===== config.mk =====
export PLATFORM = sky130hd
export DESIGN_NAME = ps2_rx_periph
export DESIGN_NICKNAME = d
export VERILOG_FILES = /design/src/rtl/ps2_rx_periph.sv
export SDC_FILE = /design/constraint.sdc
export NUM_CORES = 1
export LEC_CHECK = 0
export CELL_PAD_IN_SITES_DETAIL_PLACEMENT = 0
export CELL_PAD_IN_SITES_GLOBAL_PLACEMENT = 2
export CORE_MARGIN = 2
export CORE_UTILIZATION = 30
export CTS_CLUSTER_DIAMETER = 200
export DETAILED_ROUTE_END_ITERATION = 12
export DONT_BUFFER_PORTS = 1
export PLACE_DENSITY_LB_ADDON = 0.1
export SYNTH_ARGS = -nofsm -noshare
export SYNTH_HDL_FRONTEND = slang
export SYNTH_SLANG_ARGS = --single-unit

===== constraint.sdc =====
create_clock -name clock -period 2.8 [get_ports clock]
set_clock_uncertainty 0.2 [all_clocks]
set_input_delay 0.28 -clock clock [delete_from_list [all_inputs] [get_ports clock]]
set_output_delay 0.28 -clock clock [all_outputs]
set_load 0.05 [all_outputs]

===== src/rtl/ps2_rx_periph.sv =====
// Instruction-driven PS/2 receiver: deserialises device frames into a FIFO
// and returns bytes and status to the sequencer input registers.
module ps2_rx_periph #(
    parameter int FIFO_DEPTH = 8,
    parameter int TIMEOUT    = 4096
) (
    input  logic        clock,
    input  logic        reset,
    input  logic [11:0] inst,
    input  logic        inst_en,
    input  logic        ps2_clk,
    input  logic        ps2_data,
    output logic [7:0]  data,
    output logic [7:0]  status,
    output logic        ready
);

    localparam int AW = $clog2(FIFO_DEPTH);
    localparam int CW = AW + 1;
    localparam int TW = $clog2(TIMEOUT + 1);
    localparam logic [TW-1:0] TMAX = TW'(TIMEOUT - 1);
    localparam logic [CW-1:0] FULL = CW'(FIFO_DEPTH);

    typedef enum logic [1:0] {IDLE, DATA, PARITY, STOP} state_t;

    logic          clk_s1, clk_s2, clk_d;
    logic          dat_s1, dat_s2;
    logic          fall;
    state_t        state;
    logic [2:0]    bit_cnt;
    logic [7:0]    shreg;
    logic          par_bit;
    logic [TW-1:0] tmo_cnt;
    logic          enabled;
    logic          overflow, frame_err, parity_err;

    logic [7:0]    mem [FIFO_DEPTH];
    logic [AW-1:0] wr_ptr, rd_ptr;
    logic [CW-1:0] count, count_next;

    logic [3:0] op;
    logic       op_pop, op_clr, op_ena, op_flush;
    logic       dis, run;
    logic       stop_now, par_ok, push_req, tmo;
    logic       frame_set, parity_set;
    logic       can_pop, full, do_push, ovf_set;
    logic       imm_unused;

    assign op       = inst[11:8];
    assign op_pop   = inst_en && (op == 4'h1);
    assign op_clr   = inst_en && (op == 4'h2);
    assign op_ena   = inst_en && (op == 4'h3);
    assign op_flush = inst_en && (op == 4'h4);
    assign imm_unused = ^inst[7:1];

    // Disabling in the same cycle as a fall discards that fall too.
    assign dis  = op_ena && !inst[0];
    assign run  = enabled && !dis;
    assign fall = clk_d && !clk_s2;

    assign stop_now   = run && fall && (state == STOP);
    assign par_ok     = ^{shreg, par_bit};
    assign push_req   = stop_now && dat_s2 && par_ok;
    assign tmo        = run && !fall && (state != IDLE) && (tmo_cnt == TMAX);
    assign frame_set  = (stop_now && !dat_s2) || tmo;
    assign parity_set = stop_now && !par_ok;

    assign can_pop = op_pop && (count != '0);
    assign full    = (count == FULL);
    assign do_push = push_req && !op_flush && (!full || can_pop);
    assign ovf_set = push_req && !op_flush && full && !can_pop;

    always_comb begin
        count_next = count;
        if (op_flush)
            count_next = '0;
        else if (do_push && !can_pop)
            count_next = count + 1'b1;
        else if (!do_push && can_pop)
            count_next = count - 1'b1;
    end

    always_ff @(posedge clock or negedge reset) begin
        if (!reset) begin
            clk_s1 <= 1'b1;
            clk_s2 <= 1'b1;
            clk_d  <= 1'b1;
            dat_s1 <= 1'b1;
            dat_s2 <= 1'b1;
        end else begin
            clk_s1 <= ps2_clk;
            clk_s2 <= clk_s1;
            clk_d  <= clk_s2;
            dat_s1 <= ps2_data;
            dat_s2 <= dat_s1;
        end
    end

    always_ff @(posedge clock or negedge reset) begin
        if (!reset) begin
            state   <= IDLE;
            bit_cnt <= '0;
            shreg   <= '0;
            par_bit <= 1'b0;
            tmo_cnt <= '0;
        end else if (!run) begin
            state   <= IDLE;
            bit_cnt <= '0;
            tmo_cnt <= '0;
        end else if (fall) begin
            tmo_cnt <= '0;
            unique case (state)
                IDLE: begin
                    bit_cnt <= '0;
                    if (!dat_s2)
                        state <= DATA;
                end
                DATA: begin
                    shreg   <= {dat_s2, shreg[7:1]};
                    bit_cnt <= bit_cnt + 1'b1;
                    if (bit_cnt == 3'd7)
                        state <= PARITY;
                end
                PARITY: begin
                    par_bit <= dat_s2;
                    state   <= STOP;
                end
                STOP: state <= IDLE;
            endcase
        end else if (state != IDLE) begin
            if (tmo) begin
                state   <= IDLE;
                tmo_cnt <= '0;
            end else begin
                tmo_cnt <= tmo_cnt + 1'b1;
            end
        end else begin
            tmo_cnt <= '0;
        end
    end

    always_ff @(posedge clock or negedge reset) begin
        if (!reset) begin
            enabled    <= 1'b0;
            overflow   <= 1'b0;
            frame_err  <= 1'b0;
            parity_err <= 1'b0;
        end else begin
            if (op_ena)
                enabled <= inst[0];
            // A new error in the same cycle as CLRERR must survive.
            overflow   <= (overflow   && !op_clr) || ovf_set;
            frame_err  <= (frame_err  && !op_clr) || frame_set;
            parity_err <= (parity_err && !op_clr) || parity_set;
        end
    end

    always_ff @(posedge clock) begin
        if (do_push)
            mem[wr_ptr] <= shreg;
    end

    always_ff @(posedge clock or negedge reset) begin
        if (!reset) begin
            wr_ptr <= '0;
            rd_ptr <= '0;
            count  <= '0;
            ready  <= 1'b0;
            data   <= '0;
        end else begin
            count <= count_next;
            ready <= (count_next != '0);
            if (op_flush) begin
                wr_ptr <= '0;
                rd_ptr <= '0;
            end else begin
                if (do_push)
                    wr_ptr <= wr_ptr + 1'b1;
                if (can_pop) begin
                    rd_ptr <= rd_ptr + 1'b1;
                    data   <= mem[rd_ptr];
                end
            end
        end
    end

    assign status = {4'b0, enabled, overflow, frame_err, parity_err};

endmodule


==> impl_metrics.json <==
{
  "numClockSinks": 119,
  "ys_async_sr_fraction_pct": 46.2,
  "required_ps": 2890,
  "crit_chain": "xnor2_2, xnor3_2, xnor2_4, or4_1, o21ai_1, xor2_1, a2111o_1",
  "hold_path.class": "input pin to flop",
  "crit_buf_inv": 0,
  "worst_slew_pin_slew_ps": 567,
  "grt_usage_pct": 12.6,
  "insertion_delay_ps": 410,
  "numPortBuffers": 0,
  "drv_slew": 0,
  "placed_area_um2": 5550,
  "core_um2": 16700,
  "syn_inst": 356,
  "die_area_um2": 18300,
  "clk_pin_slew_ps": 60,
  "fp.dieW_um": 135,
  "worstSetupEndpointType": "flop",
  "finalCritPeriodShare_pct": 96.1,
  "crit_slowest_cell": "or4_1",
  "tns_ps": 0,
  "critical_path_class": "flop to flop",
  "grt_first_pass_wirelength_mm": 17.0,
  "layout-drive-gt1-share_pct": 25.6,
  "powerDensity_nw_per_um2": 829,
  "min_period_ps": 2690,
  "antenna_found_initial": 0,
  "finalPower_mw": 5.26,
  "htree_levels": 4,
  "vias": 2879,
  "r2r-start": "shreg[6]$_DFFE_PN0P_",
  "grt_max_degree": 56,
  "drv_cap": 0,
  "area_growth_pct": 23.1,
  "leakage_nw": 2.46,
  "place_ws_ps": 63.8,
  "cp_slowest_stage_delay_ps": 540,
  "avgViaCountPerCell": 4.57,
  "cts_buffer_depth": 2,
  "numCtsBuffers": 17,
  "top_level_ports": 34,
  "max_slew_margin_pct": 62.2,
  "peakVddDrop_uv": 426,
  "nets": 425,
  "antenna_cells": 0,
  "start_kind": "flop",
  "setup_violations": 0,
  "yosysSeqAreaShare_pct": 64.0,
  "grt_pass1_vias": 3072,
  "rsz0062_at_grt": "yes",
  "wl_per_cell_um": 16.2,
  "dr.pass1.iters": 4,
  "final_util_pct": 38.0,
  "syn-cell-area_um2": 5160,
  "timing.critical_path.arrival_ps": 2780,
  "place_congestion": 0.714,
  "cts_tree": "done",
  "place_inst": 587,
  "holdWs_ps": 64.9,
  "hpwl_mm": 6.63,
  "crit_fanout": 7,
  "drc": 0,
  "ys_warn_count": 0,
  "synth-edff-count": 64,
  "final_critical_path_setup_slack_ps": 109,
  "grt.overflow.total": 0,
  "setup.worst_path.start": "shreg[6]$_DFFE_PN0P_",
  "fmax_mhz": 372,
  "drt_wl_total_mm": 10.2,
  "initial_utilization_pct": 30.9,
  "ys_ff_latch": 119,
  "critPathTopFamily": "XOR/XNOR gates",
  "synth.distinct_cells": 53,
  "syn-mean-instance-area_um2": 14.5,
  "hp-start": "inst[10]",
  "ant_nets": 0,
  "status": "finished clean",
  "die_h_um": 135,
  "drtIter0Drc": 158,
  "fin_cells": 630,
  "hold_viol_final": 0,
  "root_buffer": "clkbuf_16",
  "design_area_um2": 6350,
  "ys.flop_type": "edfxtp_1",
  "row_count": 47
}
==> worst paths after layout <==
check,to,slack (ps),depth (start not counted)
min reg2reg,clk_s2$_DFF_PN1_,150,0
min,rd_ptr[1]$_DFFE_PN0P_,60,3
max in group asynchronous,dat_s1$_DFF_PN1_,1840,2
max,ready$_DFF_PN0_,110,7
min in group asynchronous,data[5]$_DFFE_PN0P_,230,2
max reg2reg,ready$_DFF_PN0_,110,7
==> repair_timing <==
action,in CTS,in global routing
buffers inserted,0,1
hold buffers,10,0
endpoints found under the hold margin,63,0
endpoints found under the setup margin,0,33
resized for setup,0,2
==> sequential cells by signal, summed over array words and instances, names as in the netlist, 3 cells and up <==
name     count
shreg        8
data         8
count        4
rd_ptr       3
tmo_cnt     13
bit_cnt      3
mem         64
wr_ptr       3
==> kinds of logic after synthesis <==
kind of cell    Yosys count  share of synthesized area (%)
fa+ha+maj                11                           2.67
other cells               1                         0.0727
xor+xnor                 19                           3.88
mux                      36                           11.1
flops                   119                           64.0
compound gates           38                           4.90
simple gates            107                           10.9
buf+inv                  25                           2.45
==> where the power goes <==
group	leakage (nW)	switching (mW)	internal, mW	total, mW
clock network	0.321	0.839	1.60	2.44
registers	1.31	0.277	1.94	2.21
logic	0.829	0.332	0.274	0.606
total	2.46	1.45	3.82	5.26
==> cell type report <==
class	count	area, um2
fill	1617	10400
sequential	119	3300
clock inverter	15	239
timing repair buffer	37	320
multi-input combinational	215	1760
clock buffer	17	425
tap	220	275
inverter	7	26.3
==> worst reg2reg max path, delay by kind of cell, from the launching register on <==
kind / cells / cell delay, ps
xor gates and xnor gates: 4 / 950
and+or+nand+nor: 1 / 540
AOI/OAI and AO/OA: 2 / 470
DFF: 1 / 410
==> layer usage <==
| layer | global-route usage [%] | part of all wire, % |
|---|---|---|
| met1 | 16.6 | 49 |
| met2 | 19.9 | 47 |
| met3 | 3.70 | 2.6 |
| met4 | 4.69 | 1.6 |
| met5 | 0 | 0 |
==> cells in the final DEF (no fill, tap or decap), types with 4 or more instances in the layout <==
cell type and count:
mux4_2 16, dfstp_2 5, buf_4 27, dlygate4sd3_1 9, a21oi_1 4, mux2i_1 10
inv_6 5, nor3_1 11, dfrtp_1 50, clkbuf_16 17, mux2_2 10, xor2_1 10
conb_1 4, and3_1 8, nand2_1 25, ha_1 11, inv_1 7, xnor2_1 6
bufinv_16 5, nor2_1 24, nand3_1 17, edfxtp_1 64, nand2b_1 6, o21ai_0 16
==> Yosys cell counts, drive strengths merged, types with 2 or more instances <==
| library cell | count | area, um2 |
|---|---|---|
| inv | 7 | 26.3 |
| mux4 | 16 | 360 |
| a21oi | 4 | 20.0 |
| and2 | 3 | 18.8 |
| edfxtp | 64 | 1920 |
| xor2 | 10 | 87.6 |
| dfstp | 5 | 131 |
| or3 | 2 | 17.5 |
| o211ai | 2 | 15.0 |
| mux2 | 10 | 113 |
| o21a | 3 | 23.8 |
| mux2i | 10 | 100 |
| clkbuf | 6 | 22.5 |
| and3 | 8 | 50.1 |
| o21ai | 18 | 93.8 |
| a32oi | 2 | 17.5 |
| nand3 | 17 | 85.1 |
| nand2b | 6 | 37.5 |
| a22o | 2 | 17.5 |
| dfrtp | 50 | 1250 |
| a211oi | 2 | 20.0 |
| nor3 | 11 | 55.1 |
| nor2 | 25 | 96.4 |
| buf | 12 | 77.6 |
| ha | 11 | 138 |
| nand2 | 25 | 93.8 |
| xnor2 | 8 | 88.8 |
Power figures use the tool's default switching activity.
